$ cat src/rtl/operand_target_dispatcher_pkg.sv
// Shared types for the operand egress path: operand and target encodings,
// the FIFO entry layout used by the dispatcher, and the dispatcher FSM state.
package operand_target_dispatcher_pkg;

   localparam int INSTR_W = 7;
   localparam int DATA_W  = 64;

   localparam logic [1:0] SLOT_LEFT  = 2'd0;
   localparam logic [1:0] SLOT_RIGHT = 2'd1;
   localparam logic [1:0] SLOT_PRED  = 2'd2;
   localparam logic [1:0] SLOT_BAD   = 2'd3;

   typedef logic [INSTR_W-1:0] instr_num_t;

   typedef struct packed {
      logic [DATA_W-1:0] data;
      logic              valid;
      instr_num_t        source_instr;
   } operand_t;

   typedef struct packed {
      logic       vld;
      instr_num_t instr;
      logic [1:0] slot;
   } op_target_t;

   typedef struct packed {
      operand_t   operand;
      op_target_t tgt0;
      op_target_t tgt1;
   } disp_entry_t;

   typedef enum logic [1:0] {
      ST_IDLE  = 2'd0,
      ST_SEND0 = 2'd1,
      ST_SEND1 = 2'd2
   } disp_state_t;

   // A target addressed to the unused slot encoding is treated as absent.
   function automatic op_target_t sanitize_target(input op_target_t t);
      op_target_t r;
      r = t;
      if (t.slot == SLOT_BAD) r.vld = 1'b0;
      return r;
   endfunction

   function automatic logic target_slot_err(input op_target_t t);
      return t.vld && (t.slot == SLOT_BAD);
   endfunction

endpackage

$ cat src/rtl/op_result_fifo.sv
// Parameterised synchronous FIFO for executed results.
// Ports:
//   clk, rst       clock, asynchronous active-high reset
//   flush          discard contents (see keep_head)
//   keep_head      during flush, retain the head entry (it is in flight)
//   push, din      write at tail when not full
//   pop            retire head when not empty
//   dout           head entry (registered storage, no bypass from din)
//   count          valid entries, one bit wider than the pointers
//   full, empty    status
module op_result_fifo #(
   parameter int DEPTH = 4,
   parameter int WIDTH = 8
) (
   input  logic                   clk,
   input  logic                   rst,
   input  logic                   flush,
   input  logic                   keep_head,
   input  logic                   push,
   input  logic [WIDTH-1:0]       din,
   input  logic                   pop,
   output logic [WIDTH-1:0]       dout,
   output logic [$clog2(DEPTH):0] count,
   output logic                   full,
   output logic                   empty
);

   localparam int PTR_W  = $clog2(DEPTH);
   localparam int CNT_BW = PTR_W + 1;

   logic [WIDTH-1:0] mem [DEPTH];
   logic [PTR_W-1:0] wr_ptr;
   logic [PTR_W-1:0] rd_ptr;
   logic             wr_en;
   logic             rd_en;

   assign full  = (count == CNT_BW'(DEPTH));
   assign empty = (count == '0);
   assign wr_en = push && !full && !flush;
   assign rd_en = pop && !empty;
   assign dout  = mem[rd_ptr];

   always_ff @(posedge clk) begin
      if (wr_en) mem[wr_ptr] <= din;
   end

   always_ff @(posedge clk or posedge rst) begin
      if (rst) begin
         wr_ptr <= '0;
         rd_ptr <= '0;
         count  <= '0;
      end else if (flush) begin
         // A head still on the wire survives the flush unless it retires now.
         if (keep_head && !empty && !rd_en) begin
            wr_ptr <= rd_ptr + PTR_W'(1);
            count  <= CNT_BW'(1);
         end else begin
            rd_ptr <= rd_ptr + PTR_W'(rd_en);
            wr_ptr <= rd_ptr + PTR_W'(rd_en);
            count  <= '0;
         end
      end else begin
         if (wr_en) wr_ptr <= wr_ptr + PTR_W'(1);
         if (rd_en) rd_ptr <= rd_ptr + PTR_W'(1);
         count <= count + CNT_BW'(wr_en) - CNT_BW'(rd_en);
      end
   end

endmodule

$ cat src/rtl/operand_target_dispatcher.sv
// Egress stage in front of one local port of the operand network.
// Queues executed results and emits one req/ack flit per valid target.
// Ports:
//   clk, rst                  clock, asynchronous active-high reset
//   flush                     block flush, one-cycle pulse
//   res_valid/res_ready       result input handshake
//   res_operand/tgt0/tgt1     result value and its up to two targets
//   net_req/net_ack           network local handshake
//   net_operand/dest_*        flit payload, stable while net_req is held
//   occupancy, busy           FIFO fill and activity status
//   slot_err                  sticky: a valid target used slot encoding 3
//   flits_sent                wrapping count of acked flits
//
// state    | meaning
// ST_IDLE  | no flit on the wire; waiting for a head entry
// ST_SEND0 | head tgt0 flit driven, waiting for ack
// ST_SEND1 | head tgt1 flit driven, waiting for ack
module operand_target_dispatcher
   import operand_target_dispatcher_pkg::*;
#(
   parameter int DEPTH = 4,
   parameter int CNT_W = 16
) (
   input  logic                   clk,
   input  logic                   rst,
   input  logic                   flush,
   input  logic                   res_valid,
   output logic                   res_ready,
   input  operand_t               res_operand,
   input  op_target_t             res_tgt0,
   input  op_target_t             res_tgt1,
   output logic                   net_req,
   input  logic                   net_ack,
   output operand_t               net_operand,
   output instr_num_t             net_dest_instr,
   output logic [1:0]             net_dest_slot,
   output logic [$clog2(DEPTH):0] occupancy,
   output logic                   busy,
   output logic                   slot_err,
   output logic [CNT_W-1:0]       flits_sent
);

   localparam int ENTRY_W = $bits(disp_entry_t);

   disp_state_t  state;
   disp_state_t  state_nxt;
   disp_entry_t  head;
   disp_entry_t  in_entry;
   logic [ENTRY_W-1:0] head_bits;
   op_target_t   tgt0_s;
   op_target_t   tgt1_s;
   logic         accept;
   logic         push;
   logic         pop;
   logic         fire;
   logic         fifo_full;
   logic         fifo_empty;
   logic         drop_q;

   assign tgt0_s   = sanitize_target(res_tgt0);
   assign tgt1_s   = sanitize_target(res_tgt1);
   assign accept   = res_valid && res_ready;
   // Results with nothing left to deliver are consumed without a FIFO slot.
   assign push     = accept && (tgt0_s.vld || tgt1_s.vld) && !flush;
   assign in_entry = '{operand: res_operand, tgt0: tgt0_s, tgt1: tgt1_s};
   assign head     = disp_entry_t'(head_bits);
   assign fire     = net_req && net_ack;

   op_result_fifo #(
      .DEPTH (DEPTH),
      .WIDTH (ENTRY_W)
   ) u_fifo (
      .clk       (clk),
      .rst       (rst),
      .flush     (flush),
      .keep_head (net_req),
      .push      (push),
      .din       (in_entry),
      .pop       (pop),
      .dout      (head_bits),
      .count     (occupancy),
      .full      (fifo_full),
      .empty     (fifo_empty)
   );

   assign res_ready = !fifo_full;
   assign busy      = (occupancy != '0) || net_req;

   always_ff @(posedge clk or posedge rst) begin
      if (rst) state <= ST_IDLE;
      else     state <= state_nxt;
   end

   always_comb begin
      state_nxt = state;
      pop       = 1'b0;
      case (state)
         ST_IDLE: begin
            if (!fifo_empty && !flush)
               state_nxt = head.tgt0.vld ? ST_SEND0 : ST_SEND1;
         end
         ST_SEND0: begin
            if (net_ack) begin
               // A flush seen earlier or now cancels the second target.
               if (head.tgt1.vld && !flush && !drop_q) begin
                  state_nxt = ST_SEND1;
               end else begin
                  state_nxt = ST_IDLE;
                  pop       = 1'b1;
               end
            end
         end
         ST_SEND1: begin
            if (net_ack) begin
               state_nxt = ST_IDLE;
               pop       = 1'b1;
            end
         end
         default: state_nxt = ST_IDLE;
      endcase
   end

   always_comb begin
      net_req        = 1'b0;
      net_operand    = '0;
      net_dest_instr = '0;
      net_dest_slot  = '0;
      case (state)
         ST_SEND0: begin
            net_req        = 1'b1;
            net_operand    = head.operand;
            net_dest_instr = head.tgt0.instr;
            net_dest_slot  = head.tgt0.slot;
         end
         ST_SEND1: begin
            net_req        = 1'b1;
            net_operand    = head.operand;
            net_dest_instr = head.tgt1.instr;
            net_dest_slot  = head.tgt1.slot;
         end
         default: ;
      endcase
   end

   always_ff @(posedge clk or posedge rst) begin
      if (rst)                   drop_q <= 1'b0;
      else if (fire)             drop_q <= 1'b0;
      else if (flush && net_req) drop_q <= 1'b1;
   end

   always_ff @(posedge clk or posedge rst) begin
      if (rst)       flits_sent <= '0;
      else if (fire) flits_sent <= flits_sent + CNT_W'(1);
   end

   always_ff @(posedge clk or posedge rst) begin
      if (rst)
         slot_err <= 1'b0;
      else if (accept && (target_slot_err(res_tgt0) || target_slot_err(res_tgt1)))
         slot_err <= 1'b1;
   end

endmodule

$ cat config.mk
export PLATFORM = sky130hd
export DESIGN_NAME = operand_target_dispatcher
export DESIGN_NICKNAME = d
export VERILOG_FILES = /design/src/rtl/operand_target_dispatcher_pkg.sv /design/src/rtl/op_result_fifo.sv /design/src/rtl/operand_target_dispatcher.sv
export SDC_FILE = /design/constraint.sdc
export NUM_CORES = 1
export LEC_CHECK = 0
export BUFFER_PORTS_ARGS = -buffer_cell sky130_fd_sc_hd__buf_2
export CORE_MARGIN = 10
export CORE_UTILIZATION = 55
export DETAILED_ROUTE_END_ITERATION = 10
export PLACE_DENSITY = 0.82
export SLEW_MARGIN = 10
export SYNTH_ARGS = -nofsm -noshare
export SYNTH_HDL_FRONTEND = slang
export SYNTH_SLANG_ARGS = --single-unit
$ cat constraint.sdc
create_clock -name clk -period 8.2 [get_ports clk]
set_clock_uncertainty 0.05 [all_clocks]
set_input_delay 0.82 -clock clk [delete_from_list [all_inputs] [get_ports clk]]
set_output_delay 0.82 -clock clk [all_outputs]
set_load 0.01 [all_outputs]
* After elaboration in Yosys (flattened, before gate mapping)
Memory sizes are Yosys's and may differ from the RTL's. Index checks and enable logic that the tools add are counted.
Operators by class: $add $sub $neg 6, eq/ne operators 9, mux-type cells 28, reduce and logical (&&, ||, !) cells 33
Operators with widths (number):
- two-way mux 72 bit | 1
- two-way mux 2 bit | 11
- adder 16 x 1 -> 16 bit, second input constant | 1
- logical AND 1 bit | 16
- one-hot mux 7 bit (2 select lines) | 1
- two-way mux 1 bit | 11
- != test 2 bit, second input constant | 4
- == test 2 bit, second input constant | 3
- one-hot mux 2 bit (3 select lines) | 1
- nonzero test 2 bit | 3
- logical NOT 1 bit | 5
- adder 2 x 1 -> 2 bit, second input constant | 2
- one-hot mux 2 bit (2 select lines) | 1
- adder 3 x 1 -> 3 bit | 1
- == test 3 bit, second input constant | 1
- logical NOT 3 bit | 1
- logical OR 1 bit | 3
- two-way mux 3 bit | 1
- AND reduction 3 bit | 1
- nonzero test 3 bit | 1
- subtractor 3 x 1 -> 3 bit | 1
- adder 2 x 1 -> 2 bit | 1
- == test 2 x 1 -> 1 bit, second input constant | 1
- logical NOT 2 bit | 1
- 3 further kinds | 3
Word-level totals: register bits 27, memory bits (writable) 368, output and inout bits 104, memories kept 1
Memories:
- u_fifo.mem | depth 4, width 92, rd ports 1, clocked after memory_dff 0, wr ports 1, line op_result_fifo.sv:31 | logic [WIDTH-1:0] mem [DEPTH];

* Logic depth before layout (Yosys ltp)
Gate-level depths: netlist (run 1).
depth after elaboration 11, mapped depth 13, mapped depth without buffers 13

* Cells and area by module
From an unflattened synthesis (run 1), not the netlist that was laid out.
Second synthesis, totals: cells, all modules 733, area, all modules 15468.6 um2
By module, submodules not included:
- op_result_fifo | instances 1, cells each 541, area each 13847.0 um2
- operand_target_dispatcher | instances 1, cells each 192, area each 1621.6 um2

* Worst setup path before layout (run 1)
No wires, ideal clock.
path kind input to register, from input res_tgt1[9] in the netlist's numbering, to memory u_fifo.mem[0][0] in the netlist's numbering, enable pin, library setup time 0.461 ns, data arrival time 3.727 ns, path slack 3.962 ns, stages 4, buffers on the path 0, cell sequence a21boi_0 o211ai_1 nor2_1 and2_1
On the way: word-level cells in the longest chain between the ends 8
RTL lines:
- start, declared | line operand_target_dispatcher.sv:31 | input op_target_t res_tgt1,
- two-way mux 1 bit | line operand_target_dispatcher_pkg.sv:43 | if (t.slot == SLOT_BAD) r.vld = 1'b0;
- logical OR 1 bit | line operand_target_dispatcher.sv:64 | assign push = accept && (tgt0_s.vld || tgt1_s.vld) && !flush;
- logical AND 1 bit (2 in a row) | line operand_target_dispatcher.sv:64
- logical AND 1 bit (2 in a row) | line op_result_fifo.sv:39 | assign wr_en = push && !full && !flush;
- two-way mux 1 bit | line op_result_fifo.sv:44 | if (wr_en) mem[wr_ptr] <= din;
- two-way mux 1 bit (not written as such) | line op_result_fifo.sv:44
- end, declared | line op_result_fifo.sv:31
Every way passes these cells.

* Final worst setup path (run 1)
from register u_fifo.rd_ptr[0], to output net_dest_instr[4]
On the way: word-level cells in the longest chain between the ends 2
RTL lines:
- start, declared | line op_result_fifo.sv:33 | logic [PTR_W-1:0] rd_ptr;
- start signal, assigned | line op_result_fifo.sv:58 | rd_ptr <= rd_ptr + PTR_W'(rd_en);
- start signal, assigned | line op_result_fifo.sv:64 | if (rd_en) rd_ptr <= rd_ptr + PTR_W'(1);
- memory read (4 x 92 bit)
- one-hot mux 7 bit (2 select lines) | line operand_target_dispatcher.sv:128 | case (state)
- end, declared | line operand_target_dispatcher.sv:35 | output instr_num_t net_dest_instr,
Every way passes these cells.

==> summary.md, run 1 <==
| Metric | Value |
|---|---|
| WP data arrival | 3590 ps |
| HP Class | register to register |
| Net Count, Synth | 850 |
| Worst Setup SP | u_fifo.rd_ptr[0] |
| Crit path required time | 7330 ps |
| Leading area contributor after synthesis | edfxtp_1 |
| Initial antenna violation count | 6 |
| H-tree Lvls | 2 |
| Synth Flop Type | edfxtp_1 |
| Slew Limit Fails | 0 |
| Largest net degree at the start of global routing | 61 |
| Fin. Hold Viols | 0 |
| Leakage | 6.44 nW |
| Crit path kind | register to output port |
| Layout Nets | 1065 |
| Synth async-reset ratio | 0.0684 |
| Post-synth top area share | 0.717 |
| Io pins | 201 |
| GPL Wtd Cong | 0.746 |
| Period utilisation layout | 0.544 |
| DIE WIDTH | 187 um |
| Cells after Synth | 741 |
| Core area | 27700 um2 |
| RSZ-0062 raised after global routing | false |
| Die area | 35100 um2 |
| Post-CTS sizing | 0 |
| Hold_sp | slot_err |
| DR vias/cell | 5.54 |
| Fmax | 224 MHz |
| DR pass1 iterations | 4 |
| Post-DP HPWL | 18.7 mm |
| Storage cell area | 11700 um2 |
| Num rows | 61 |
| Antenna Nets Post-Route | 0 |
| Multi-input gate area | 3470 um2 |
| Worst-margin pin slew | 1040 ps |
| DR vias | 7584 |
| Die Height | 187 um |
| CP max FO | 53 |
| Number of library cell types mapped by synthesis | 42 |
| Finished Core Util | 0.656 |
| Cell Area, Synth | 15400 um2 |
| CTS buffer count | 40 |
| # setup viols final | 0 |
| Sequential fraction of the synthesis area | 0.761 |
| Crit end category | output port |
| Initial core utilization | 0.556 |
| Total track usage | 0.172 |
| EDFF count, synth | 368 |
| Layout cells sized above 1 | 0.382 |
| Most frequent cell after synthesis | edfxtp_1 |
| Warnings, synthesis | 0 |
| Setup Buffers After CTS | 0 |
| P&R area growth vs syn | 18.1% |
| Max Cap Viol | 0 |
| Setup ws final | 3740 ps |
| First-pass GRT wire length | 47.5 mm |
| Yosys reg bits | 395 |
| Clock Latency Late Sink | 520 ps |
| Hold_buf cts | 0 |
| Power per cell area | 338 nW/um2 |
| Reg-to-reg critical path startpoint | u_fifo.rd_ptr[0] |
| Placed Cells incl. Taps | 1292 |
| Clk pin slew, worst setup/hold paths | 60 ps |
| DRT iter0 DRCs | 456 |
| Critical Path Start Type | register |
| Post-synth top cells | edfxtp_1, mux4_2, and2_1, dfrtp_1, nor2_1 |
| Leading post-synthesis cells by cell area | edfxtp_1, mux4_2, dfrtp_1, and2_1, ha_1 |
| Dpl ws | 4140 ps |
| CTS tree | yes |
| Clk buf depth | 3 |
| Total global routing overflow | 0 |
| Port-buffer cells | 200 |
| Synthesized area per cell | 20.8 um2 |
| Layout filler cell count | 1788 |
| Maximum vdd drop | 0.222 mV |
| Number of global-route vias before repair | 8199 |
| Final wirelength | 30.4 mm |
| Minimum clock period | 4460 ps |
| Post-Layout Cell Count | 1369 |
| WL per Instance | 22.2 um |
| Worst rel slew slack | 0.303 |
| DR DRC count | 0 |
| Clock sinks | 395 |
| Root Buffer | clkbuf_16 |
| Outcome | finished, final reports clean |
| Setup_tns | 0 ps |
| Final hold slack | 411 ps |
==> cell families (layout without fill, tap and decap cells) <==
group,Yosys count,after routing,share of synthesized area
AO/OA/AOI/OAI,31,31,0.0150
XOR/XNOR,19,19,0.0108
adder cells (fa/ha/maj),12,12,0.0102
buffers and inverters,48,295,0.0144
flip-flops,395,395,0.761
multiplexers,97,97,0.138
other,0,3,0
AND/OR/NAND/NOR,139,139,0.0504
==> layout by cell type, fill, tap and decap left out, types with 5 or more instances in the layout <==
cell type,Yosys,routed
edfxtp_1,368,368
and2_1,79,75
inv_1,14,14
dfrtp_1,27,25
ha_1,11,10
clkinv_2,0,8
bufinv_16,0,7
buf_2,12,200
clkbuf_1,15,7
a22oi_1,9,9
buf_4,5,7
nand3_1,9,9
nor2_1,22,22
o21ai_0,5,5
mux4_2,92,92
clkbuf_16,0,42
nand2_1,13,13
xnor2_1,15,15
==> metal layers <==
layer | global-route usage | up-vias | part of all wire
li1 | - | 3405 | -
met1 | 0.220 | 3851 | 0.40
met2 | 0.285 | 269 | 0.50
met3 | 0.0470 | 53 | 0.077
met4 | 0.0506 | 6 | 0.019
met5 | 0 | - | 0.0012
==> worst paths after layout <==
kind / to / slack, ps / cells past startpoint
worst min-delay path: slot_err / 410 / 1
max in group asynchronous: u_fifo.rd_ptr[0] / 6840 / 2
worst max-delay path: net_dest_instr[4] / 3740 / 5
min in group asynchronous: flits_sent[14] / 500 / 2
worst max register to register: u_fifo.count[2] / 4620 / 11
worst min register to register: slot_err / 410 / 1
==> flip-flops by register name, summed over array words and instances (netlist names) <==
signal / cells
u_fifo.wr_ptr: 2
state: 2
u_fifo.count: 3
slot_err: 1
u_fifo.rd_ptr: 2
flits_sent: 16
drop_q: 1
u_fifo.mem: 368
==> power by group <==
part / total [mW] / switching [mW] / internal [mW]
logic: 1.71 / 0.880 / 0.830
clock network: 1.89 / 0.726 / 1.16
registers: 2.55 / 0.176 / 2.38
==> stage by stage <==
step                instance area [um2]  power, mW
global placement                  16800       4.32
finish                            18200       6.15
detailed placement                16800       4.35
global route                      18200       6.46
CTS                               18200       6.25
floorplan                         15400       3.74
==> critical path: stages, from the launching register on <==
cell     delay, ps
dfrtp_4       1080
buf_4          860
mux4_2         600
a22oi_1        200
nor2_1         110
buf_2          190
==> area by class of cell <==
| class | instances | area share |
|---|---|---|
| Antenna cell | 3 | 0.000413 |
| Clock buffer | 49 | 0.0592 |
| Clock inverter | 25 | 0.0176 |
| Inverter | 14 | 0.00289 |
| Multi-Input combinational cell | 298 | 0.191 |
| Sequential cell | 395 | 0.645 |
| Tap cell | 378 | 0.0260 |
| Timing Repair Buffer | 207 | 0.0579 |
Power figures use the tool's default switching activity.
==> inputs of run 2 (changes only) <==
==> constraint.sdc (replaced) <==
create_clock -name clk -period 4.58 [get_ports clk]
set_clock_uncertainty 0.05 [all_clocks]
set_input_delay 0.458 -clock clk [delete_from_list [all_inputs] [get_ports clk]]
set_output_delay 0.458 -clock clk [all_outputs]
set_load 0.01 [all_outputs]
==> run 2 against run 1 <==
Design area down 0.19%. Count of clock-buffer cells in the layout unchanged. Setup slack worse by 2700 ps. Register-to-register slack worse by 3300 ps. Die area unchanged. Via count up 2.2%. Worst hold slack worse by 320 ps. Clock power up 66%. Wire length up 2.8%. Cell count about the same. Critical path type unchanged.
==> summary.md, run 2 (same netlist as run 1, synthesis figures left out) <==
| Metric | Value |
|---|---|
| Outcome | finished, final reports clean |
| Crit end category | output port |
| Top Registers | u_fifo.mem: 368 flops, flits_sent: 16 flops, u_fifo.count: 3 flops |
| Antenna Nets Post-Route | 0 |
| Setup Buffers After CTS | 0 |
| Clk pin slew, worst setup/hold paths | 60 ps |
| Max reg flops | 368 |
| Post-Layout Cell Count | 1370 |
| GPL Wtd Cong | 0.750 |
| Maximum vdd drop | 0.409 mV |
| Num rows | 61 |
| Minimum clock period | 3570 ps |
| Worst path slowest cell | buf_4 |
| Crit path kind | register to output port |
| RSZ-0062 raised after global routing | false |
| Crit path required time | 4070 ps |
| DRT iter0 DRCs | 634 |
| Hold_buf cts | 0 |
| DIE WIDTH | 187 um |
| Hold path endpoint | u_fifo.mem[0][42] |
| WP data arrival | 3060 ps |
| Io pins | 201 |
| Die area | 35100 um2 |
| Post-CTS sizing | 0 |
| Initial core utilization | 0.556 |
| DR DRC count | 0 |
| Setup ws final | 1010 ps |
| Number of global-route vias before repair | 8281 |
| DR vias | 7751 |
| Dpl ws | 1290 ps |
| CTS tree | yes |
| WL per Instance | 22.8 um |
| Root Buffer | clkbuf_16 |
| Power per cell area | 596 nW/um2 |
| First-pass GRT wire length | 48.8 mm |
| DR vias/cell | 5.66 |
| Clock Latency Late Sink | 520 ps |
| Most frequent cells in the layout | edfxtp_1, buf_2, mux4_2 |
| Leakage | 6.41 nW |
| Fmax | 280 MHz |
| Worst-margin pin slew | 1050 ps |
| H-tree Lvls | 2 |
| Reg2Reg Setup Slack | 1280 ps |
| # setup viols final | 0 |
| Setup_tns | 0 ps |
| Initial antenna violation count | 12 |
| P&R area growth vs syn | 17.8% |
| Hold Crit Depth | 1 |
| Hold_sp | res_operand[22] |
| Fin. Hold Viols | 0 |
| Core area | 27700 um2 |
| Layout Nets | 1069 |
| Worst reg2reg path endpoint | u_fifo.count[2] |
| HP Class | input port to register |
| Die Height | 187 um |
| Clock sinks | 395 |
| Final wirelength | 31.2 mm |
| Clk buf depth | 3 |
| Largest Register | u_fifo.mem |
| Max Cap Viol | 0 |
| Port-buffer cells | 200 |
| Placed Cells incl. Taps | 1297 |
| Design area | 18200 um2 |
| CP max FO | 65 |
| Layout cells sized above 1 | 0.372 |
| CTS buffer count | 39 |
| Total global routing overflow | 0 |
| Worst-path cell chain | buf_4 -> mux4_2 -> a22oi_1 -> nor2_1 -> buf_2 |
| Reg2reg path depth | 13 |
| Critical Path Start Type | register |
| Total track usage | 0.179 |
| Post-DP HPWL | 19.2 mm |
| Period utilisation layout | 0.779 |
| Largest net degree at the start of global routing | 99 |
| Most common cell after layout, fill and taps aside | edfxtp_1 |
| Placed inst area | 16900 um2 |
| CP delay by family, top | buffers and inverters |
| Worst rel slew slack | 0.299 |
| Buf/Inv on CP | 2 |
| Reg-to-reg critical path startpoint | state[1] |
| CP max stage delay | 820 ps |
| DR pass1 iterations | 5 |
| Slew Limit Fails | 0 |
run 2: metrics by stage:
stage	util	hold slack [ps]	power, mW
2_1_floorplan	-	436	6.69
3_3_place_gp	0.609	397	7.79
3_5_place_dp	0.609	400	7.83
4_1_cts	0.655	71.2	11.0
5_1_grt	0.655	80.3	11.4
6_report	0.655	92.5	10.8
run 2: how the worst max path moves through the flow:
| stage | depth (start not counted) | to | startpoint |
|---|---|---|---|
| global placement | 13 | u_fifo.count[2] | state[1] |
| detailed placement | 13 | u_fifo.count[2] | state[1] |
| global route | 5 | net_dest_slot[0] | u_fifo.rd_ptr[1] |
| floorplan | 4 | u_fifo.mem[0][0] | res_tgt1[9] |
| CTS | 5 | net_dest_slot[0] | u_fifo.rd_ptr[1] |
| finish | 5 | net_dest_instr[2] | u_fifo.rd_ptr[1] |
run 2: final cells by class:
type	instances	area (um2)
inverter	14	52.6
antenna	6	15.0
timing repair buffer	212	1150
fill	1826	9550
sequential	395	11700
clock inverter	18	221
tap	378	473
clock buffer	49	1030
multi-input combinational	298	3470
run 2: report_power, final:
part | internal, mW | total, mW | switching (mW) | leakage [nW]
clock network | 1.88 | 3.14 | 1.26 | 0.606
logic | 1.51 | 3.25 | 1.74 | 2.13
registers | 4.26 | 4.43 | 0.177 | 3.67
total | 7.65 | 10.8 | 3.18 | 6.41
run 2: per-layer routing:
| layer | global-route usage | share of wire |
|---|---|---|
| met1 | 0.224 | 0.40 |
| met2 | 0.292 | 0.50 |
| met3 | 0.0488 | 0.070 |
| met4 | 0.0692 | 0.028 |
| met5 | 0 | 0.0026 |
